===== config.mk =====
export PLATFORM = sky130hd
export DESIGN_NAME = dec_correct_stage
export DESIGN_NICKNAME = d
export VERILOG_FILES = /design/src/rtl/dec_pkg.sv /design/src/rtl/dec_flip_mask.sv /design/src/rtl/dec_correct_stage.sv
export SDC_FILE = /design/constraint.sdc
export NUM_CORES = 1
export LEC_CHECK = 0
export BUFFER_PORTS_ARGS = -buffer_cell sky130_fd_sc_hd__buf_4
export CAP_MARGIN = 10
export CORE_AREA = 5 5 87 89
export CTS_BUF_LIST = sky130_fd_sc_hd__clkbuf_8
export DETAILED_ROUTE_END_ITERATION = 8
export DIE_AREA = 0 0 92 94
export PLACE_DENSITY = 0.95
export SLEW_MARGIN = 20
export SYNTH_ARGS = -nofsm -noshare
export SYNTH_HDL_FRONTEND = slang
export SYNTH_SLANG_ARGS = --single-unit

===== constraint.sdc =====
create_clock -name clk -period 4.48 [get_ports clk]
set_input_delay 0.224 -clock clk [delete_from_list [all_inputs] [get_ports clk]]
set_output_delay 0.224 -clock clk [all_outputs]
set_load 0.05 [all_outputs]

===== src/rtl/dec_pkg.sv =====
// -----------------------------------------------------------------------------
// dec_pkg
// Shared types and default widths for the decoder correction path.
//   err_kind_t    : error classification produced by the syndrome decoder
//   DEC_CW_WIDTH  : default codeword width
//   DEC_CNT_WIDTH : default status counter width
// -----------------------------------------------------------------------------
package dec_pkg;

    typedef enum logic [1:0] {
        ERR_NONE   = 2'b00,
        ERR_SINGLE = 2'b01,
        ERR_DOUBLE = 2'b10,
        ERR_RSVD   = 2'b11
    } err_kind_t;

    localparam int DEC_CW_WIDTH  = 32;
    localparam int DEC_CNT_WIDTH = 16;

endpackage


===== src/rtl/dec_flip_mask.sv =====
// -----------------------------------------------------------------------------
// dec_flip_mask
// Combinational one-hot mask generator for single-bit correction.
//   err_pos_i  : index of the bit to invert
//   mask_o     : one-hot mask with bit err_pos_i set (all zero if out of range)
//   in_range_o : err_pos_i addresses a real codeword bit
// -----------------------------------------------------------------------------
module dec_flip_mask #(
    parameter int CW_WIDTH  = 32,
    parameter int POS_WIDTH = $clog2(CW_WIDTH)
) (
    input  logic [POS_WIDTH-1:0] err_pos_i,
    output logic [CW_WIDTH-1:0]  mask_o,
    output logic                 in_range_o
);

    always_comb begin
        mask_o = '0;
        for (int unsigned i = 0; i < CW_WIDTH; i++) begin
            mask_o[i] = (err_pos_i == POS_WIDTH'(i));
        end
    end

    // Positions beyond the last bit decode to an all-zero mask, so the
    // range test falls out of the decode for free.
    assign in_range_o = |mask_o;

endmodule


===== src/rtl/dec_correct_stage.sv =====
// -----------------------------------------------------------------------------
// dec_correct_stage
// Single-bit correction stage with a one-deep registered valid/ready output
// and saturating status counters.
//   clk, rst                : clock, asynchronous active-low reset
//   in_valid/in_ready       : upstream handshake
//   codeword/err_kind/err_pos : received word and syndrome classification
//   out_valid/out_ready     : downstream handshake
//   data_out                : corrected codeword
//   corrected/uncorrectable : per-beat status flags
//   out_pos                 : flipped bit index (0 when nothing flipped)
//   cnt_clear               : synchronous clear of both counters
//   corr_cnt/uncorr_cnt     : saturating counts of accepted flagged beats
// -----------------------------------------------------------------------------
module dec_correct_stage
    import dec_pkg::*;
#(
    parameter int CW_WIDTH  = DEC_CW_WIDTH,
    parameter int POS_WIDTH = $clog2(CW_WIDTH),
    parameter int CNT_WIDTH = DEC_CNT_WIDTH
) (
    input  logic                 clk,
    input  logic                 rst,
    input  logic                 in_valid,
    output logic                 in_ready,
    input  logic [CW_WIDTH-1:0]  codeword,
    input  logic [1:0]           err_kind,
    input  logic [POS_WIDTH-1:0] err_pos,
    output logic                 out_valid,
    input  logic                 out_ready,
    output logic [CW_WIDTH-1:0]  data_out,
    output logic                 corrected,
    output logic                 uncorrectable,
    output logic [POS_WIDTH-1:0] out_pos,
    input  logic                 cnt_clear,
    output logic [CNT_WIDTH-1:0] corr_cnt,
    output logic [CNT_WIDTH-1:0] uncorr_cnt
);

    logic                 valid_q,  valid_d;
    logic [CW_WIDTH-1:0]  data_q,   data_d;
    logic                 corr_q,   corr_d;
    logic                 unc_q,    unc_d;
    logic [POS_WIDTH-1:0] pos_q,    pos_d;
    logic [CNT_WIDTH-1:0] ccnt_q,   ccnt_d;
    logic [CNT_WIDTH-1:0] ucnt_q,   ucnt_d;

    logic [CW_WIDTH-1:0]  flip_mask;
    logic                 pos_in_range;
    logic                 in_acc;
    err_kind_t            kind;

    dec_flip_mask #(
        .CW_WIDTH  (CW_WIDTH),
        .POS_WIDTH (POS_WIDTH)
    ) u_flip_mask (
        .err_pos_i  (err_pos),
        .mask_o     (flip_mask),
        .in_range_o (pos_in_range)
    );

    assign kind     = err_kind_t'(err_kind);
    assign in_ready = !valid_q || out_ready;
    assign in_acc   = in_valid && in_ready;

    always_comb begin
        valid_d = valid_q;
        data_d  = data_q;
        corr_d  = corr_q;
        unc_d   = unc_q;
        pos_d   = pos_q;
        if (in_acc) begin
            valid_d = 1'b1;
            data_d  = codeword;
            corr_d  = 1'b0;
            unc_d   = 1'b0;
            pos_d   = '0;
            case (kind)
                ERR_NONE: ;
                ERR_SINGLE: begin
                    if (pos_in_range) begin
                        data_d = codeword ^ flip_mask;
                        corr_d = 1'b1;
                        pos_d  = err_pos;
                    end else begin
                        unc_d = 1'b1;
                    end
                end
                default: unc_d = 1'b1;
            endcase
        end else if (out_ready) begin
            valid_d = 1'b0;
        end
    end

    // corr_d/unc_d equal the flags being loaded whenever in_acc is set.
    always_comb begin
        ccnt_d = ccnt_q;
        ucnt_d = ucnt_q;
        if (cnt_clear) begin
            ccnt_d = '0;
            ucnt_d = '0;
        end else if (in_acc) begin
            if (corr_d && (ccnt_q != '1)) ccnt_d = ccnt_q + CNT_WIDTH'(1);
            if (unc_d  && (ucnt_q != '1)) ucnt_d = ucnt_q + CNT_WIDTH'(1);
        end
    end

    always_ff @(posedge clk or negedge rst) begin
        if (!rst) begin
            valid_q <= 1'b0;
            data_q  <= '0;
            corr_q  <= 1'b0;
            unc_q   <= 1'b0;
            pos_q   <= '0;
            ccnt_q  <= '0;
            ucnt_q  <= '0;
        end else begin
            valid_q <= valid_d;
            data_q  <= data_d;
            corr_q  <= corr_d;
            unc_q   <= unc_d;
            pos_q   <= pos_d;
            ccnt_q  <= ccnt_d;
            ucnt_q  <= ucnt_d;
        end
    end

    assign out_valid     = valid_q;
    assign data_out      = data_q;
    assign corrected     = corr_q;
    assign uncorrectable = unc_q;
    assign out_pos       = pos_q;
    assign corr_cnt      = ccnt_q;
    assign uncorr_cnt    = ucnt_q;

endmodule


== Yosys cells after proc, flatten, opt, wreduce, memory -nomap -nowiden ==
Index checks and enable logic that the tools add are counted.
Cells by class
  add/sub/neg operators: 2
  eq/ne operators: 34
  muxes and demuxes: 18
  bitwise gates (word level): 1
  reduce and logical (&&, ||, !) cells: 14
Operators by type and width (number)
  two-way mux 16 bit: 6
  equality test 5 bit (second input constant): 16
  two-way mux 32 bit: 2
  equality test 5 x 4 -> 1 bit (second input constant): 8
  adder 16 x 1 -> 16 bit (second input constant): 2
  inequality test 16 bit (second input constant): 2
  OR reduction 32 bit: 1
  bitwise XOR 32 bit: 1
  equality test 5 x 3 -> 1 bit (second input constant): 4
  equality test 5 x 2 -> 1 bit (second input constant): 2
  two-way mux 5 bit: 2
  nonzero test 2 bit: 4
  two-way mux 1 bit: 7
  equality test 5 x 1 -> 1 bit (second input constant): 1
  zero test 5 bit: 1
  AND reduction 2 bit: 2
  logical AND 1 bit: 3
  equality test 2 x 1 -> 1 bit (second input constant): 1
  zero test 2 bit: 1
  one-hot mux 1 bit (2 select lines): 1
  zero test 1 bit: 1
  logical OR 1 bit: 1
Word-level totals
  bits in registers: 72
  input port bits: 44
  word-level logic and storage cells: 76

== Depth between registers and ports, before layout ==
Gate-level depths: netlist (run 1).
  word-level depth: 9
  mapped depth: 7

== Modules after synthesis ==
Synthesis (run 1) repeated with hierarchy kept, for this count alone.
Second synthesis, totals
  cells, all modules: 428
  area total of the unflattened synthesis: 3774.9 um2
Modules (own cells, without submodules)
  dec_correct_stage: instances 1, cells each 379, area an instance 3544.6 um2, sequential area each 1801.7 um2
  dec_flip_mask: instances 1, cells each 49, area an instance 230.2 um2, sequential area each 0.0 um2

== Worst setup path after synthesis (run 1) ==
OpenSTA, ideal clock, no wires.
  kind: register to register
  start: reg valid_q, in the netlist out_valid
  end: reg ccnt_q[15], in the netlist corr_cnt[15]
  setup time: 0.078 ns
  arrival: 2.131 ns
  setup slack: 2.271 ns
  cell stages (with the launch flop): 7
  cells stage by stage: dfrtp_1 nor2b_4 clkinv_2 nand3_4 or4_1 or4_1 a21oi_1
On the way
  longest elaborated chain between the ends: 7
Ends and longest elaborated chain
  start: declaration: RTL line dec_correct_stage.sv:40  | logic valid_q, valid_d;
  start signal: assignment: RTL line dec_correct_stage.sv:119  | valid_q <= valid_d;
  zero test 1 bit (*): RTL line dec_correct_stage.sv:63  | assign in_ready = !valid_q || out_ready;
  logical OR 1 bit (*): RTL line dec_correct_stage.sv:63
  named net in_ready: RTL line dec_correct_stage.sv:25  | output logic in_ready,
  logical AND 1 bit (*): RTL line dec_correct_stage.sv:64  | assign in_acc = in_valid && in_ready;
  two-way mux 1 bit: RTL line dec_correct_stage.sv:72  | if (in_acc) begin
  logical AND 1 bit: RTL line dec_correct_stage.sv:104  | if (corr_d && (ccnt_q != '1)) ccnt_d = ccnt_q + CNT_WIDTH'(1);
  nonzero test 2 bit (no source line)
  AND reduction 2 bit (no source line) (*)
  end signal: assignment: RTL line dec_correct_stage.sv:124  | ccnt_q <= ccnt_d;
  end: declaration: RTL line dec_correct_stage.sv:45  | logic [CNT_WIDTH-1:0] ccnt_q, ccnt_d;
The timed path passes the listed nets; every way through them passes the cells marked *.
A chain may end at the register's enable or synchronous reset.

== Final worst setup path (run 1) ==
  start: reg valid_q, in the netlist out_valid
  end: reg ccnt_q[15], in the netlist corr_cnt[15]
On the way
  longest elaborated chain between the ends: 7
Ends and longest elaborated chain (RTL line)
  zero test 1 bit (*): dec_correct_stage.sv:63
  logical OR 1 bit (*): dec_correct_stage.sv:63
  logical AND 1 bit (*): dec_correct_stage.sv:64
  two-way mux 1 bit: dec_correct_stage.sv:72
  logical AND 1 bit: dec_correct_stage.sv:104
  nonzero test 2 bit (no source line)
  AND reduction 2 bit (no source line) (*)
Mark *: on every way between the ends. The rest lies on a longest branch, timed or not.

==> flow_summary.json, run 1 <==
{
  "yosysTopAreaCell": "dfrtp_1",
  "totalWireLength_mm": 9.39,
  "synth_top_area_share_pct": 49.0,
  "p_sw_share_pct": 32.6,
  "die_height_um": 94,
  "ff_latch_area_um2": 1800,
  "fin_crit_ps": 2060,
  "hold_viol": 13,
  "die-width_um": 92,
  "grt_start_max_net_pins": 73,
  "finalClockSkew_ps": 5.11,
  "clk_latency_ps": 340,
  "worst_pin_slew_ps": 895,
  "fin_util_pct": 71.7,
  "clockBufferDepth": 2,
  "final_cells": 596,
  "end_kind": "register",
  "dp_cells": 580,
  "postCtsResizedCells": 0,
  "grt_setup_unrepaired": "false",
  "cts.sinks": 72,
  "fin_nets": 557,
  "ios": 117,
  "synth.avg_cell_area_um2": 9.17,
  "start_util_pct": 55.1,
  "yosysSeqAreaShare_pct": 49.0,
  "setup_tns_ps": 0,
  "drc": 0,
  "start_kind": "register",
  "sequentialPowerShare_pct": 44.6,
  "antenna_found_initial": 0,
  "min_period_over_period_pct": 45.9,
  "cts_buffers": 9,
  "vdd_drop_max_uv": 249,
  "portBuffers": 116,
  "cp_max_fo": 16,
  "grt_pass1_vias": 3238,
  "violations": "negative hold slack",
  "postCtsSetupBuffers": 0,
  "fill_cells": 494,
  "syn_area_um2": 3680,
  "maxCapViolations": 0,
  "drive_gt1_share_pct": 27.1,
  "crit_type": "register to register",
  "routabilityCongestion": 0.894,
  "synthFlopType": "dfrtp_1",
  "p_clk_share_pct": 31.4,
  "synth.area.top_cells": "dfrtp_1, xnor2_1, nand2_1",
  "dieArea_um2": 8650,
  "placed_area_um2": 4590,
  "critPathRequiredTime_ps": 4750,
  "grt_use_total_pct": 22.6,
  "slew_viol_final": 0,
  "multiInputGateArea_um2": 1800,
  "clk_pin_slew_ps": 70,
  "syn-num-nets": 447,
  "rows": 30,
  "p_leak_nw": 2.16,
  "dr.pass1.iters": 5,
  "overflow": 0,
  "async_flop_share_pct": 100,
  "htreeDepth": 3,
  "num_vias": 3354,
  "arrival_ps": 2320,
  "min_path_type": "primary input to asynchronous set/reset pin",
  "pwr_density_cell_nw_per_um2": 339,
  "vias_per_cell": 5.63,
  "hold_slack_ps": -9.88,
  "hpwl_mm": 7.02,
  "max_freq_mhz": 487,
  "combPwrFrac_pct": 23.9,
  "synth_edf_count": 0,
  "area_delta_synth_final_pct": 30.3,
  "post_drt_wl_per_cell_um": 15.7,
  "synth.distinct_cells": 40,
  "grt_pass1_wl_mm": 15.4,
  "synthCells": 401,
  "setup_viol": 0,
  "antenna_left": 0,
  "stdcell_area_um2": 4790,
  "ys_seq_elements": 72,
  "slew_headroom_pct": 40.3,
  "root_buffer": "clkbuf_8",
  "drt-initial-drc-count": 148,
  "synth_warnings": 0,
  "cts_hold_buf": 0,
  "outcome": "finished, violations left",
  "p_int_mw": 1.10,
  "power.switching_uw": 529,
  "core_um2": 6680,
  "diodes": 0,
  "cts_tree": "yes"
}
[metrics by stage]
stage               power, mW  setup slack (ps)
floorplan               0.977              2270
global route             1.69              2290
finish                   1.62              2420
global placement         1.12              2530
detailed placement       1.13              2450
CTS                      1.64              2430
[final cells by class]
cell class / count / share of cell area, %
flip-flops and latches: 72 / 37.6
clock buffers: 11 / 3.16
repair buffers: 116 / 18.2
well taps: 80 / 2.09
multi-input cells: 308 / 37.7
clock inverters: 5 / 0.992
inverters: 4 / 0.339
[layer usage]
metal | up-vias | track usage, % | part of all wire, %
met4 | 0 | 8.79 | 1.9
met1 | 1575 | 26.7 | 38
li1 | 1589 | - | -
met3 | 18 | 7.93 | 12
met2 | 172 | 37.7 | 48
met5 | - | 0 | 0
[state kept, by name, summed over array words and instances, names as in the netlist]
signal,count
corr_cnt,16
corrected,1
data_out,32
uncorr_cnt,16
out_pos,5
out_valid,1
uncorrectable,1
[power by group through the flow]
stage | Clock (mW) | Combinational (mW) | Sequential (mW)
2_1_floorplan | 0 | 0.0798 | 0.898
3_3_place_gp | 0 | 0.386 | 0.734
3_5_place_dp | 0 | 0.393 | 0.736
4_1_cts | 0.521 | 0.393 | 0.725
5_1_grt | 0.550 | 0.414 | 0.731
6_report | 0.511 | 0.389 | 0.725
[synthesized netlist by cell type, types with 2 or more instances]
cell type	instances
dfrtp_1	72
nand2_1	62
nor2_1	47
o21ai_0	36
xnor2_1	31
xor2_1	24
nand3_1	22
clkbuf_1	16
nor3_1	16
nand4_1	11
nor4_1	7
and3_1	5
a22o_1	4
nor2b_1	4
a21oi_1	3
and4_1	3
inv_1	3
nand2b_1	3
or4_1	3
a31oi_1	2
ha_1	2
mux2_2	2
nor2b_4	2
nor3b_1	2
nor4_2	2
o21ai_1	2
or3_1	2
[cells by family after synthesis]
logic type	synth area share, %
xor gates and xnor gates	13.1
and+or+nand+nor	26.6
AOI/OAI and AO/OA	7.55
adders and majority gates	0.680
buffers and inverters	2.18
muxes	0.884
DFF	49.0
[worst paths after layout]
kind | start | end | slack, ps | cells past startpoint
hold / removal | rst | uncorr_cnt[12] | -10 | 1
setup / recovery | out_valid | corr_cnt[15] | 2420 | 6
min in group clk | codeword[19] | data_out[19] | 160 | 3
setup reg to reg | out_valid | corr_cnt[15] | 2420 | 6
hold reg to reg | data_out[23] | data_out[23] | 480 | 2
max in group asynchronous | rst | data_out[30] | 3890 | 1
[cell usage in the layout, fill, tap and decap left out, types with 2 or more instances in the layout]
master    Yosys  routed
a21oi_1       3       3
a22o_1        4       4
a31oi_1       2       2
and3_1        5       5
and4_1        3       3
buf_4         0     116
clkbuf_8      0      11
clkinv_2      1       3
dfrtp_1      72      72
ha_1          2       2
inv_1         3       5
mux2_2        2       2
nand2_1      62      61
nand2b_1      3       3
nand3_1      22      22
nand4_1      11      11
nor2_1       47      47
nor2b_1       4       4
nor2b_4       2       2
nor3_1       16      16
nor3b_1       2       2
nor4_1        7       7
nor4_2        2       2
o21ai_0      36      36
o21ai_1       2       2
or3_1         2       2
or4_1         3       3
xnor2_1      31      31
xor2_1       24      24
[critical path: stages, from the launching register on]
cell and delay (ps):
dfrtp_1 400, nor2b_4 150, clkinv_2 110, nand3_4 180, or4_1 580, or4_1 410
a21oi_1 160
Note: power is estimated with default switching activity, not from simulation.
==> run 2: changes to the inputs <==
Settings changed: CORE_AREA 5 5 87 89 to 5 5 90 92, DIE_AREA 0 0 92 94 to 0 0 95 97, PLACE_DENSITY 0.95 to 0.91.
Clock period 4.48 ns to 2.1 ns, I/O delays scaled along.
==> flow_summary.json, run 2 (synthesized netlist as in run 1, its figures left out) <==
{
  "cts_tree": "yes",
  "portBuffers": 116,
  "grt_use_met2_pct": 36.8,
  "rows": 31,
  "vias_per_cell": 5.45,
  "diodes": 0,
  "dr.pass1.iters": 5,
  "hold_viol": 0,
  "die-width_um": 95,
  "setup_viol": 0,
  "fill_cells": 566,
  "max_freq_mhz": 505,
  "arrival_ps": 2270,
  "ios": 117,
  "totalWireLength_mm": 10.3,
  "overflow": 0,
  "clk_latency_ps": 350,
  "grt_use_total_pct": 22.9,
  "grt_start_max_net_pins": 53,
  "area_delta_synth_final_pct": 34.7,
  "fin_crit_ps": 1980,
  "hpwl_mm": 7.58,
  "die_height_um": 97,
  "cts.sinks": 72,
  "multiInputGateArea_um2": 1800,
  "cp_max_fo": 5,
  "slew_viol_final": 0,
  "maxCapViolations": 0,
  "sequentialPowerShare_pct": 41.7,
  "p_sw_share_pct": 31.8,
  "drive_gt1_share_pct": 29.5,
  "power.switching_mw": 1.18,
  "critPathRequiredTime_ps": 2390,
  "largest_reg_flops": 32,
  "start_kind": "register",
  "core_um2": 7140,
  "clk_pin_slew_ps": 80,
  "antenna_left": 0,
  "hold_slack_ps": 23.6,
  "crit_type": "register to register",
  "p_int_mw": 2.53,
  "min_path_type": "primary input to register",
  "start_util_pct": 51.5,
  "slew_headroom_pct": 59.5,
  "drc": 0,
  "drt-initial-drc-count": 170,
  "min_period_over_period_pct": 94.4,
  "final_common_cell": "buf_4",
  "end_kind": "register",
  "routabilityCongestion": 0.962,
  "combPwrFrac_pct": 22.9,
  "dieArea_um2": 9220,
  "finalClockSkew_ps": 11.8,
  "root_buffer": "clkbuf_8",
  "grt_pass1_wl_mm": 16.7,
  "fin_nets": 566,
  "grt_pass1_vias": 3369,
  "setup_tns_ps": 0,
  "cts_buffers": 9,
  "grt_busiest_layer": "met2",
  "ff_latch_area_um2": 1810,
  "grtUsageMet1_pct": 27.7,
  "pwr_density_cell_nw_per_um2": 749,
  "p_leak_nw": 2.21,
  "p_clk_share_pct": 35.4,
  "fin_util_pct": 69.4,
  "final_cell_mix": "buf_4, dfrtp_1, nand2_1",
  "vdd_drop_max_uv": 388,
  "grt_setup_unrepaired": "false",
  "clockBufferDepth": 2,
  "post_drt_wl_per_cell_um": 16.4,
  "worst_pin_slew_ps": 602,
  "outcome": "finished, final reports clean",
  "htreeDepth": 3,
  "antenna_found_initial": 0,
  "grtUsageMet3_pct": 7.99,
  "num_vias": 3400
}
## run 2: cell types whose count changed in the layout (fill, tap and decap cells not counted), moves of 2 or more
| cell | change |
|---|---|
| buf_12 | +2 |
| buf_4 | +6 |
| bufinv_16 | +2 |
| clkbuf_8 | -2 |
| clkinv_4 | +2 |
| dfrtp_1 | -5 |
| dfrtp_2 | +5 |
## run 2: what timing repair did
action,CTS,global route
gates resized for setup,0,1
endpoints found under the setup margin,0,1
buffers inserted,0,1
endpoints found under the hold margin,45,0
hold buffers,1,0
## run 2: path summary, 6_finish.rpt
check                           slack [ps]         start  cells after the start             end
worst max-delay path                   120   corr_cnt[1]                      6    corr_cnt[15]
max in group asynchronous             1250           rst                      3    data_out[25]
worst min-delay path                    20      in_valid                      2       out_valid
worst max register to register         120   corr_cnt[1]                      6    corr_cnt[15]
worst min register to register         480  data_out[21]                      2    data_out[21]
min in group asynchronous              300           rst                      2  uncorr_cnt[13]
## run 2: routing by layer
layer / vias up / part of all wire, %
met4: 0 / 2.4
met2: 179 / 49
met1: 1589 / 38
li1: 1610 / -
met5: - / 0
met3: 22 / 10
## run 2: critical path: stages (launching register included)
cell and delay (ps):
dfrtp_2 440, ha_2 210, nand4_1 130, nor3_1 90, or4_1 500, or4_1 410
a21oi_1 150
## run 2: layout make-up
cell class,instances,area share [%]
well taps,99,2.50
clock buffers,9,2.50
flip-flops and latches,72,36.5
multi-input cells,308,36.4
inverters,4,0.404
clock inverters,7,2.27
repair buffers,125,19.5
## run 2: power by group through the flow
stage / combinational, mW / sequential (mW) / clock (mW)
2_1_floorplan: 0.171 / 1.92 / 0
3_3_place_gp: 0.837 / 1.57 / 0
3_5_place_dp: 0.853 / 1.57 / 0
4_1_cts: 0.855 / 1.55 / 1.33
5_1_grt: 0.905 / 1.56 / 1.39
6_report: 0.851 / 1.55 / 1.31
## run 2: per-stage QoR
stage               cells  worst slack, ps  total power [mW]  instance area [um^2]
finish                624              118              3.71                  4960
global route          624             36.0              3.85                  4960
CTS                   623             33.4              3.73                  4950
detailed placement    606             63.7              2.43                  4700
global placement      606              144              2.40                  4700
floorplan             401             28.3              2.09                  3690
==> run 3: changes to the inputs <==
Settings changed: CORE_AREA 5 5 90 92 to 5 5 87 89, DIE_AREA 0 0 95 97 to 0 0 92 94, PLACE_DENSITY 0.91 to 0.95.
Clock period 2.1 ns to 2.5 ns, I/O delays scaled along.
==> flow_summary.json, run 3 (synthesized netlist as in run 1, its figures left out) <==
{
  "slew_headroom_pct": 39.3,
  "post_drt_wl_per_cell_um": 16.5,
  "ios": 117,
  "r2r_setup_slack_ps": 430,
  "slew_viol_final": 0,
  "setup_viol": 0,
  "postCtsResizedCells": 0,
  "cp-endpoint": "corr_cnt[15]",
  "max_freq_mhz": 484,
  "antenna_found_initial": 0,
  "critPathRequiredTime_ps": 2770,
  "grt_pass1_vias": 3380,
  "die-width_um": 92,
  "fin_crit_ps": 2070,
  "fill_cells": 461,
  "grt_pass1_wl_mm": 16.2,
  "vdd_drop_max_uv": 372,
  "arrival_ps": 2340,
  "cts.sinks": 72,
  "root_buffer": "clkbuf_8",
  "hold_viol": 0,
  "path_common_cell": "or4_1",
  "routabilityCongestion": 0.886,
  "drc": 0,
  "core_um2": 6680,
  "crit_cells": 6,
  "finalClockSkew_ps": 7.22,
  "final_cell_mix": "buf_4, dfrtp_1, nand2_1",
  "antenna_left": 0,
  "worst_pin_slew_ps": 910,
  "multiInputGateArea_um2": 1800,
  "min_path_type": "primary input to register",
  "cts_tree": "yes",
  "vias_per_cell": 5.66,
  "clockBufferDepth": 2,
  "critPathTopFamily": "simple AND/OR/NAND/NOR gates",
  "path_buf_inv": 0,
  "grt_use_total_pct": 23.7,
  "overflow": 0,
  "drt-initial-drc-count": 100,
  "diodes": 0,
  "cts_buffers": 9,
  "ff_latch_area_um2": 1800,
  "start_kind": "register",
  "p_leak_nw": 2.17,
  "portBuffers": 116,
  "grt_start_max_net_pins": 73,
  "setup_tns_ps": 0,
  "crit_type": "register to register",
  "area_delta_synth_final_pct": 31.8,
  "hpwl_mm": 7.21,
  "clk_latency_ps": 340,
  "final_common_cell": "buf_4",
  "r2r_end": "corr_cnt[15]",
  "outcome": "finished, final reports clean",
  "pwr_density_cell_nw_per_um2": 630,
  "maxCapViolations": 0,
  "htreeDepth": 3,
  "die_height_um": 94,
  "path_cells": "ha_1 > nand4_1 > nor3_1 > or4_1 > or4_1 > a21oi_1",
  "min_path_cells": 2,
  "fin_nets": 559,
  "critical_path.max_stage_delay_ps": 510,
  "rows": 30,
  "drive_gt1_share_pct": 27.4,
  "num_vias": 3382,
  "r2r_start": "corr_cnt[0]",
  "startpoint": "corr_cnt[0]",
  "grt_setup_unrepaired": "false",
  "post-layout-total-power_mw": 3.06,
  "end_kind": "register",
  "dieArea_um2": 8650,
  "largest_reg_flops": 32,
  "ff2ff_path_depth": 6,
  "crit_slowest_cell": "or4_1",
  "clk_pin_slew_ps": 80,
  "totalWireLength_mm": 9.87,
  "stdcell_area_um2": 4850,
  "start_util_pct": 55.1,
  "placed_area_um2": 4610,
  "min_period_over_period_pct": 82.7,
  "dr.pass1.iters": 5,
  "cp_max_fo": 5
}
[run 3: changes by cell type in the layout (fill, tap and decap cells not counted), sizes merged]
cell      before  now
clkinv         4    2
bufinv         3    2
clkinvlp       0    1
clkbuf         9   11
buf          124  117
[run 3: power breakdown]
| group | switching [mW] | internal (mW) |
|---|---|---|
| combinational | 0.490 | 0.215 |
| sequential | 0.0513 | 1.25 |
| clock | 0.438 | 0.615 |
[run 3: metrics by stage]
step                      instances  worst slack [ps]  hold WS, ps  util [%]
after CTS                       598               446         23.9      72.6
after detailed placement        581               455          314      69.0
final                           598               432         41.0      72.6
after floorplan                 401               291         -171         -
after global placement          581               552          305      69.0
after global routing            598               282         42.6      72.6
[run 3: worst min path at each step]
| stage | start | to | slack [ps] |
|---|---|---|---|
| after floorplan | rst | corr_cnt[0] | -170 |
| after global placement | rst | uncorr_cnt[11] | 310 |
| after detailed placement | rst | uncorr_cnt[8] | 310 |
| after CTS | in_valid | out_valid | 20 |
| after global routing | in_valid | out_valid | 40 |
| final | in_valid | out_valid | 40 |
[run 3: metal layers]
metal / vias to the layer above / wire (um) / global-route usage [%] / part of all wire [%]
li1: 1603 / - / - / -
met1: 1594 / 3790 / 28.2 / 38
met2: 171 / 4890 / 40.4 / 49
met3: 14 / 1060 / 8.33 / 11
met4: 0 / 136 / 7.18 / 1.4
met5: - / 0 / 0 / 0
[run 3: final cells by class]
cell class / instances / area share (%)
Inverter: 4 / 0.335
Timing Repair Buffer: 118 / 18.6
Clock inverter: 5 / 1.65
Sequential cell: 72 / 37.2
Multi-Input combinational cell: 308 / 37.1
Clock buffer: 11 / 3.12
Tap cell: 80 / 2.06
[run 3: timing repair]
item | CTS | global route
setup buffers | 0 | 0
hold endpoints to repair | 72 | 0
hold buffers | 1 | 0
[run 3: worst reg2reg max path, delay by kind of cell (launching register included)]
family | cells | cell delay, ps
AO/OA/AOI/OAI | 1 | 150
adder cells (fa/ha/maj) | 1 | 260
flip-flops | 1 | 440
AND/OR/NAND/NOR | 4 | 1160
